[src/rtl/multi_freq_meter.sv]
// Multi-channel equal-precision frequency meter with a shared sequential multiply/divide unit.
// Optional FM_NOSIG_EN: channels that never opened or timed out report 0 with freq_nosig set.
module multi_freq_meter #(
  parameter int CH       = 4,
  parameter int SYS_FREQ = 48_000_000,
  parameter int PRE_CYC  = 12_000_000,
  parameter int GATE_CYC = 48_000_000,
  parameter int CNT_W    = 32,
  parameter int FREQ_W   = 32
) (
  input  logic                                  sys_clk,
  input  logic                                  sys_rst_n,
  input  logic [CH-1:0]                         sig_in,
  output logic [FREQ_W-1:0]                     freq_out,
  output logic [((CH > 1) ? $clog2(CH) : 1)-1:0] freq_ch,
  output logic                                  freq_valid,
  input  logic                                  freq_ready,
  output logic                                  freq_nosig,
  output logic                                  busy
);

  localparam int CH_W    = (CH > 1) ? $clog2(CH) : 1;
  localparam int CYC_MAX = (PRE_CYC > GATE_CYC) ? PRE_CYC : GATE_CYC;
  localparam int CYC_W   = $clog2(CYC_MAX + 1);
  localparam int STEP_W  = $clog2(2 * CNT_W + 2);
  localparam logic [STEP_W-1:0]    STEP_LAST = STEP_W'(2 * CNT_W + 1);
  localparam logic [2*CNT_W-1:0]   REF_2W    = (2 * CNT_W)'(SYS_FREQ);
  localparam logic [2*CNT_W:0]     FREQ_LIM  = (2 * CNT_W + 1)'(1) << FREQ_W;

  typedef enum logic [2:0] {S_PRE, S_GATE, S_DRAIN, S_CALC, S_OUT} state_t;

  state_t                     state_q, state_d;
  logic [CYC_W-1:0]           cnt_q, cnt_d;
  logic [CH-1:0]              sync1_q, sync1_d, sync2_q, sync2_d, sync3_q, sync3_d;
  logic [CH-1:0]              rise_q, rise_d;
  logic [CH-1:0]              open_q, open_d, closed_q, closed_d;
`ifdef FM_NOSIG_EN
  logic [CH-1:0]              forced_q, forced_d;
`endif
  logic [CNT_W-1:0]           x_q [CH];
  logic [CNT_W-1:0]           x_d [CH];
  logic [CNT_W-1:0]           y_q [CH];
  logic [CNT_W-1:0]           y_d [CH];
  logic [CH_W-1:0]            ch_q, ch_d;
  logic [STEP_W-1:0]          step_q, step_d;
  logic [2*CNT_W-1:0]         quo_q, quo_d;
  logic [CNT_W-1:0]           rem_q, rem_d;
  logic [FREQ_W-1:0]          freq_out_q, freq_out_d;
  logic                       nosig_q, nosig_d;

  logic                       timeout, all_done, skip_div, last_ch, sat;
  logic [CNT_W-1:0]           x_sel, y_sel;
  logic [CNT_W:0]             rem_sh;

  assign timeout  = (state_q == S_DRAIN) && (cnt_q == CYC_W'(GATE_CYC - 1));
  assign all_done = &(~open_q | closed_q);
  assign last_ch  = (ch_q == CH_W'(CH - 1));
  assign x_sel    = x_q[ch_q];
  assign y_sel    = y_q[ch_q];
  assign sat      = ({1'b0, quo_q} >= FREQ_LIM);
  assign rem_sh   = {rem_q, quo_q[2*CNT_W-1]};
`ifdef FM_NOSIG_EN
  assign skip_div = ~open_q[ch_q] | forced_q[ch_q];
`else
  assign skip_div = 1'b0;
`endif

  always_ff @(posedge sys_clk) begin
    if (!sys_rst_n) state_q <= S_PRE;
    else            state_q <= state_d;
  end

  always_comb begin
    state_d = state_q;
    case (state_q)
      S_PRE:   if (cnt_q == CYC_W'(PRE_CYC - 1)) state_d = S_GATE;
      S_GATE:  if (cnt_q == CYC_W'(GATE_CYC - 1)) state_d = S_DRAIN;
      S_DRAIN: if (all_done || timeout) state_d = S_CALC;
      S_CALC:  if ((step_q == '0 && skip_div) || step_q == STEP_LAST) state_d = S_OUT;
      S_OUT:   if (freq_ready) state_d = last_ch ? S_PRE : S_CALC;
      default: state_d = S_PRE;
    endcase
  end

  // Handshake: a result transfers on a cycle where freq_valid && freq_ready; outputs hold until then.
  always_comb begin
    busy       = (state_q != S_PRE);
    freq_valid = (state_q == S_OUT);
    freq_out   = freq_out_q;
    freq_ch    = ch_q;
    freq_nosig = nosig_q;
  end

  always_comb begin
    sync1_d = sig_in;
    sync2_d = sync1_q;
    sync3_d = sync2_q;
    rise_d  = sync2_q & ~sync3_q;
    cnt_d   = '0;
    if ((state_q inside {S_PRE, S_GATE, S_DRAIN}) && state_d == state_q) cnt_d = cnt_q + CYC_W'(1);
    x_d      = x_q;
    y_d      = y_q;
    open_d   = open_q;
    closed_d = closed_q;
`ifdef FM_NOSIG_EN
    forced_d = forced_q;
`endif
    for (int i = 0; i < CH; i++) begin
      if (state_q == S_PRE) begin
        x_d[i]      = '0;
        y_d[i]      = '0;
        open_d[i]   = 1'b0;
        closed_d[i] = 1'b0;
`ifdef FM_NOSIG_EN
        forced_d[i] = 1'b0;
`endif
      end else if (open_q[i] && !closed_q[i]) begin
        if (y_q[i] != '1) y_d[i] = y_q[i] + CNT_W'(1);
        if (rise_q[i]) begin
          if (x_q[i] != '1) x_d[i] = x_q[i] + CNT_W'(1);
          if (state_q == S_DRAIN) closed_d[i] = 1'b1;
        end else if (timeout) begin
          closed_d[i] = 1'b1;
`ifdef FM_NOSIG_EN
          forced_d[i] = 1'b1;
`endif
        end
      end else if (state_q == S_GATE && rise_q[i]) begin
        open_d[i] = 1'b1;
      end
    end

    ch_d       = ch_q;
    step_d     = step_q;
    quo_d      = quo_q;
    rem_d      = rem_q;
    freq_out_d = freq_out_q;
    nosig_d    = nosig_q;
    if (state_q == S_OUT && freq_ready) ch_d = last_ch ? '0 : ch_q + CH_W'(1);
    if (state_q == S_CALC) begin
      step_d = step_q + STEP_W'(1);
      if (step_q == '0) begin
        if (skip_div) begin
          freq_out_d = '0;
          nosig_d    = 1'b1;
          step_d     = '0;
        end else begin
          quo_d = {{CNT_W{1'b0}}, x_sel} * REF_2W;
          rem_d = '0;
        end
      end else if (step_q == STEP_LAST) begin
        nosig_d = 1'b0;
        step_d  = '0;
        if (y_sel == '0) freq_out_d = '0;
        else if (sat)    freq_out_d = '1;
        else             freq_out_d = quo_q[FREQ_W-1:0];
      end else if (rem_sh >= {1'b0, y_sel}) begin
        // Restoring divide: quotient bits shift in as dividend bits shift out of quo_q.
        rem_d = rem_sh[CNT_W-1:0] - y_sel;
        quo_d = {quo_q[2*CNT_W-2:0], 1'b1};
      end else begin
        rem_d = rem_sh[CNT_W-1:0];
        quo_d = {quo_q[2*CNT_W-2:0], 1'b0};
      end
    end
  end

  always_ff @(posedge sys_clk) begin
    if (!sys_rst_n) begin
      cnt_q      <= '0;
      sync1_q    <= '0;
      sync2_q    <= '0;
      sync3_q    <= '0;
      rise_q     <= '0;
      open_q     <= '0;
      closed_q   <= '0;
`ifdef FM_NOSIG_EN
      forced_q   <= '0;
`endif
      for (int i = 0; i < CH; i++) begin
        x_q[i] <= '0;
        y_q[i] <= '0;
      end
      ch_q       <= '0;
      step_q     <= '0;
      quo_q      <= '0;
      rem_q      <= '0;
      freq_out_q <= '0;
      nosig_q    <= 1'b0;
    end else begin
      cnt_q      <= cnt_d;
      sync1_q    <= sync1_d;
      sync2_q    <= sync2_d;
      sync3_q    <= sync3_d;
      rise_q     <= rise_d;
      open_q     <= open_d;
      closed_q   <= closed_d;
`ifdef FM_NOSIG_EN
      forced_q   <= forced_d;
`endif
      for (int i = 0; i < CH; i++) begin
        x_q[i] <= x_d[i];
        y_q[i] <= y_d[i];
      end
      ch_q       <= ch_d;
      step_q     <= step_d;
      quo_q      <= quo_d;
      rem_q      <= rem_d;
      freq_out_q <= freq_out_d;
      nosig_q    <= nosig_d;
    end
  end

endmodule

[config.mk]
export PLATFORM = sky130hd
export DESIGN_NAME = multi_freq_meter
export DESIGN_NICKNAME = d
export VERILOG_FILES = /design/src/rtl/multi_freq_meter.sv
export SDC_FILE = /design/constraint.sdc
export NUM_CORES = 2
export LEC_CHECK = 0
export ABC_AREA = 0
export BUFFER_PORTS_ARGS = -buffer_cell sky130_fd_sc_hd__buf_2
export CORE_MARGIN = 5
export CORE_UTILIZATION = 50
export DETAILED_ROUTE_END_ITERATION = 10
export PLACE_DENSITY = 0.66
export SLEW_MARGIN = 20
export SYNTH_ARGS = -nofsm -noshare
export SYNTH_HDL_FRONTEND = slang
export SYNTH_SLANG_ARGS = --single-unit
export TNS_END_PERCENT = 100
[constraint.sdc]
create_clock -name sys_clk -period 20.6 [get_ports sys_clk]
set_clock_uncertainty 0.2 [all_clocks]
set_input_delay 1.03 -clock sys_clk [delete_from_list [all_inputs] [get_ports sys_clk]]
set_output_delay 1.03 -clock sys_clk [all_outputs]
set_load 0.01 [all_outputs]
; ---- Word-level counts from Yosys, hierarchy flattened
; Index checks and enable logic that the tools add are counted.
[op_classes]
addsub = 12
multipliers = 1
n_div = 0
n_lt_le_gt_ge = 3
n_eq_ne = 22
shifts = 0
n_mux = 30
bitwise_logic = 11
reduce_logical = 46
[ops]
columns = cell, n
row1 = $mux 32, 9
row2 = $add 32x1->32 const B, 8
row3 = $ne 32x32->1 const B, 8
row4 = $bmux 32 s2, 2
row5 = $mux 64, 2
row6 = $ge 64x33->1 const B, 1
row7 = $mul 32x16->48 const B, 1
row8 = $ge 33x32->1, 1
row9 = $logic_not 32->1, 1
row10 = $sub 32x32->32, 1
row11 = $reduce_and 3->1, 9
row12 = $add 26x1->26 const B, 1
row13 = $eq 26x24->1 const B, 1
row14 = $eq 26x26->1 const B, 1
row15 = $reduce_and 2->1, 10
row16 = $mux 3, 5
row17 = $pmux 3 s5, 1
row18 = $mux 7, 2
row19 = $logic_and 1x1->1, 11
row20 = $ne 2x1->1 const B, 4
row21 = $not 4->4, 2
row22 = $reduce_bool 2->1, 4
row23 = $add 7x1->7 const B, 1
row24 = $eq 7x7->1 const B, 1
row25 = other kinds (21), 38
[word_totals]
register_bits = 446
latchBits = 0
ramBits = 0
romBits = 0
in_bits = 7
out_inout_bits = 37
word_cells = 152
mem_count = 0

; ---- Longest topological paths before layout
[logic_depth]
word_depth = 9
depth_mapped = 27
mapped_depth_nobuf = 23

; ---- Least setup slack after synthesis
; OpenSTA, ideal clock, no wires.
[synth_timing]
path_kind = register -> register
from = register ch_q[0], in the netlist freq_ch[0]
to = register quo_q[57]
setup_ns = 0.130
arrival_ns = 7.286
required_ns = 20.270
setup_slack_ns = 12.984
path_stages_with_launch = 23
period_less_slack_ns = 7.616
cell_sequence = dfxtp_1 buf_2 buf_2 buf_1 mux4_2 ha_1 fa_1 fa_1 fa_1 fa_1 inv_1 fa_1 inv_1 ha_1 a21oi_1 o21ai_0 a2111oi_1 a211oi_1 a211oi_2 o21bai_1 a21oi_1 mux2i_1 o21ai_0
[synth_between]
elab_chain_len = 6
[synth_rtl]
columns = element, line
row1 = from (decl), 44  ; logic [CH_W-1:0] ch_q, ch_d;
row2 = from (signal assigned), 205  ; ch_q <= ch_d;
row3 = $not 2->3 (not written as such), 58  ; assign x_sel = x_q[ch_q];
row4 = $bmux 32 s2, 58
row5 = $mux 32 (not written as such) (2 in a row), 58
row6 = $mul 32x16->48, 148  ; quo_d = {{CNT_W{1'b0}}, x_sel} * REF_2W;
row7 = $mux 64, 142  ; if (step_q == '0) begin
row8 = to (signal assigned), 207  ; quo_q <= quo_d;
row9 = to (decl), 46  ; logic [2*CNT_W-1:0] quo_q, quo_d;
; No other way between the ends. The select of a mux whose other input is x is not followed.
; A chain may end at the register's enable or synchronous reset.

; ---- Worst setup path after layout
[layout_timing]
from = register ch_q[1], in the netlist freq_ch[1]
to = register quo_q[57]
; The elaborated chain is that of the path after synthesis.

==> results.sh <==
export IMPL_status="finished clean"
export IMPL_cts_buffers=50
export IMPL_fin_crit_sh=0.380
export IMPL_post_route_min_period_ns=7.82
export IMPL_tns_ns=0
export IMPL_avgViaCountPerCell=5.62
export IMPL_fp_coreArea_um2=65500
export IMPL_grt_pass1_wl_um=136000
export IMPL_crit_type="reg -> reg"
export IMPL_drt_iter0_markers=1963
export IMPL_synth_edf_count=0
export IMPL_rsz0062_at_grt="false"
export IMPL_cp_max_fo=67
export IMPL_hold_viol=0
export IMPL_synth_warnings=0
export IMPL_grt_max_degree=100
export IMPL_cts_tree="built"
export IMPL_cts_clk_slew_worst_paths_ns=0.06
export IMPL_rows=94
export IMPL_hp_class="reg -> reg"
export IMPL_setup_viol=0
export IMPL_cts_resized=0
export IMPL_area_delta_synth_final_pct=7.80
export IMPL_worstMarginPinSlew_ns=1.07
export IMPL_cts_sinks=446
export IMPL_synth_main_ff_cell="dfxtp_1"
export IMPL_end_kind="flop"
export IMPL_drc=0
export IMPL_clk_latency_ns=0.63
export IMPL_synth_seq_cells=446
export IMPL_syn_cell_area_um2=32900
export IMPL_hold_buffers=0
export IMPL_max_freq_mhz=128
export IMPL_n_antenna_cell=0
export IMPL_nets=4196
export IMPL_cp_required_ns=20.88
export IMPL_drive_gt1_frac=0.0707
export IMPL_num_io_pins=44
export IMPL_first_pass_iters=8
export IMPL_synthesis_nets=4235
export IMPL_avgSynthCellArea_um2=8.72
export IMPL_slew_headroom=0.281
export IMPL_htree_levels=2
export IMPL_cap_violations=0
export IMPL_placed_area_um2=33700
export IMPL_antenna_found_initial=0
export IMPL_synth_top_cell_by_area="dfxtp_1"
export IMPL_ys_seq_area_frac=0.271
export IMPL_power_density_nw_per_um2=52.6
export IMPL_yosys_top_cells_area="dfxtp_1, fa_1, ha_1, inv_1, xor2_1"
export IMPL_die_h_um=267
export IMPL_peakVddDrop_uv=65.1
export IMPL_synth_cells=3772
export IMPL_mostFrequentLayoutCells="dfxtp_1, inv_1, nor2_1"
export IMPL_critPathArrivalTime_ns=8.10
export IMPL_nFillCells=6052
export IMPL_gp_congestion=0.906
export IMPL_detail_route_antenna_nets=0
export IMPL_grt_pass1_vias=25200
export IMPL_io_buffer_count=42
export IMPL_leakage_uw=0.0146
export IMPL_die_area_um2=71000
export IMPL_vias=26100
export IMPL_grt_use_total=0.232
export IMPL_cts_buffer_depth=3
export IMPL_die_w_um=267
export IMPL_grt_overflow=0
export IMPL_drt_total_wl_um=82900
export IMPL_wl_per_cell_um=17.9
export IMPL_synth_top_area_share=0.271
export IMPL_cp_start_kind="flop"
export IMPL_dpl_hpwl_um=63300
export IMPL_final_common_cell="dfxtp_1"
export IMPL_root_buffer="clkbuf_16"
export IMPL_cts_setup_buffers=0
export IMPL_fin_area_um2=35500
export IMPL_drv_slew=0
export IMPL_ys_types=95
export IMPL_initial_utilization=0.502
export IMPL_async_flop_share=0
## logic make-up (layout without fill, tap and decap cells)
| family | Yosys count | count (layout) | share of synthesized area |
|---|---|---|---|
| AND/OR/NAND/NOR | 1272 | 1272 | 0.188 |
| AO/OA/AOI/OAI | 616 | 616 | 0.116 |
| buffers and inverters | 584 | 586 | 0.0687 |
| adder cells (fa/ha/maj) | 463 | 463 | 0.224 |
| flip-flops | 446 | 446 | 0.271 |
| XOR/XNOR | 307 | 307 | 0.0817 |
| multiplexers | 83 | 83 | 0.0496 |
| other | 1 | 1 | 0.000114 |
## metrics by stage
step | hold WS [ns] | total power, uW | utilization | setup WS [ns] | instances
CTS | 0.184 | 1890 | 0.541 | 12.79 | 4638
detailed placement | 0.175 | 949 | 0.515 | 12.79 | 4545
floorplan | 0.167 | 935 | - | 12.98 | 3772
finish | 0.183 | 1870 | 0.541 | 12.78 | 4638
global route | 0.193 | 1930 | 0.541 | 12.28 | 4638
global placement | 0.170 | 949 | 0.515 | 12.87 | 4545
## cell usage after synthesis (4+ instances only)
cell type	n
o31ai_1	8
nand2b_1	11
ha_1	243
buf_2	9
buf_1	17
o22ai_1	4
a22o_1	16
maj3_1	7
a31oi_2	5
nor2_2	10
a31oi_1	22
nor2b_1	19
nand3_1	133
nor2_1	386
nand3b_1	5
nor3_1	45
a311oi_1	17
a32oi_1	10
nor4_1	32
inv_1	436
o211ai_1	15
or3_1	59
o21ai_0	178
o21ai_1	6
and4_1	37
nand2_1	327
and3_1	53
a21oi_1	200
nor3b_1	5
mux2i_1	19
a21o_1	47
and2_1	35
xnor2_1	137
xor2_1	170
o21bai_1	14
fa_1	213
dfxtp_1	446
a211oi_1	22
nand4_1	72
clkbuf_1	110
mux4_2	64
or2_2	11
o21a_1	10
## per-layer routing
metal | part of all wire | vias to the layer above | global-route usage | wire length (um)
met5 | 0 | - | 0 | 0
met4 | 0.023 | 0 | 0.0606 | 1930
met3 | 0.056 | 109 | 0.0340 | 4670
met2 | 0.44 | 643 | 0.364 | 36900
met1 | 0.48 | 12600 | 0.339 | 39500
li1 | - | 12700 | - | -
## state kept, by name (all words and copies together), names as in the netlist
register / cells
sync2_q: 4
open_q: 4
rem_q: 32
freq_out: 32
y_q: 128
freq_ch: 2
closed_q: 4
quo_q: 64
step_q: 7
sync1_q: 4
sync3_q: 4
x_q: 128
rise_q: 4
state_q: 3
cnt_q: 26
## power by group
part	internal (uW)	leakage, uW	switching (uW)
clock	555	0.000847	382
sequential	866	0.00360	3.98
combinational	12.2	0.0101	46.9
## layout make-up
type / count / area [um^2] / share of cell area
timing repair buffer: 55 / 308 / 0.00868
multi-input combinational: 2742 / 21800 / 0.613
clock inverter: 19 / 294 / 0.00829
inverter: 438 / 1640 / 0.0464
clock buffer: 74 / 1450 / 0.0409
sequential: 446 / 8940 / 0.252
tap: 864 / 1080 / 0.0305
## critical path, cell delays in order, from the launching register on
cell	delay, ns
dfxtp_4	0.98
mux4_2	0.54
ha_1	0.36
fa_1	0.53
fa_1	0.46
fa_1	0.52
fa_1	0.55
inv_1	0.05
fa_1	0.53
inv_1	0.04
ha_1	0.37
a21oi_1	0.21
o21ai_0	0.19
a2111oi_1	0.80
a211oi_1	0.21
a211oi_2	0.41
o21bai_1	0.17
a21oi_1	0.22
mux2i_1	0.20
o21ai_0	0.09
## worst paths after layout
kind,from,endpoint,slack (ns),depth (start not counted)
hold reg to reg,sync3_q[2]$_SDFF_PN0_,rise_q[2]$_SDFF_PN0_,0.18,1
setup / recovery,freq_ch[1]$_SDFFE_PN0P_,quo_q[57]$_SDFFE_PN0P_,12.78,19
setup reg to reg,freq_ch[1]$_SDFFE_PN0P_,quo_q[57]$_SDFFE_PN0P_,12.78,19
hold / removal,sync3_q[2]$_SDFF_PN0_,rise_q[2]$_SDFF_PN0_,0.18,1
Note: power is estimated with default switching activity, not from simulation.
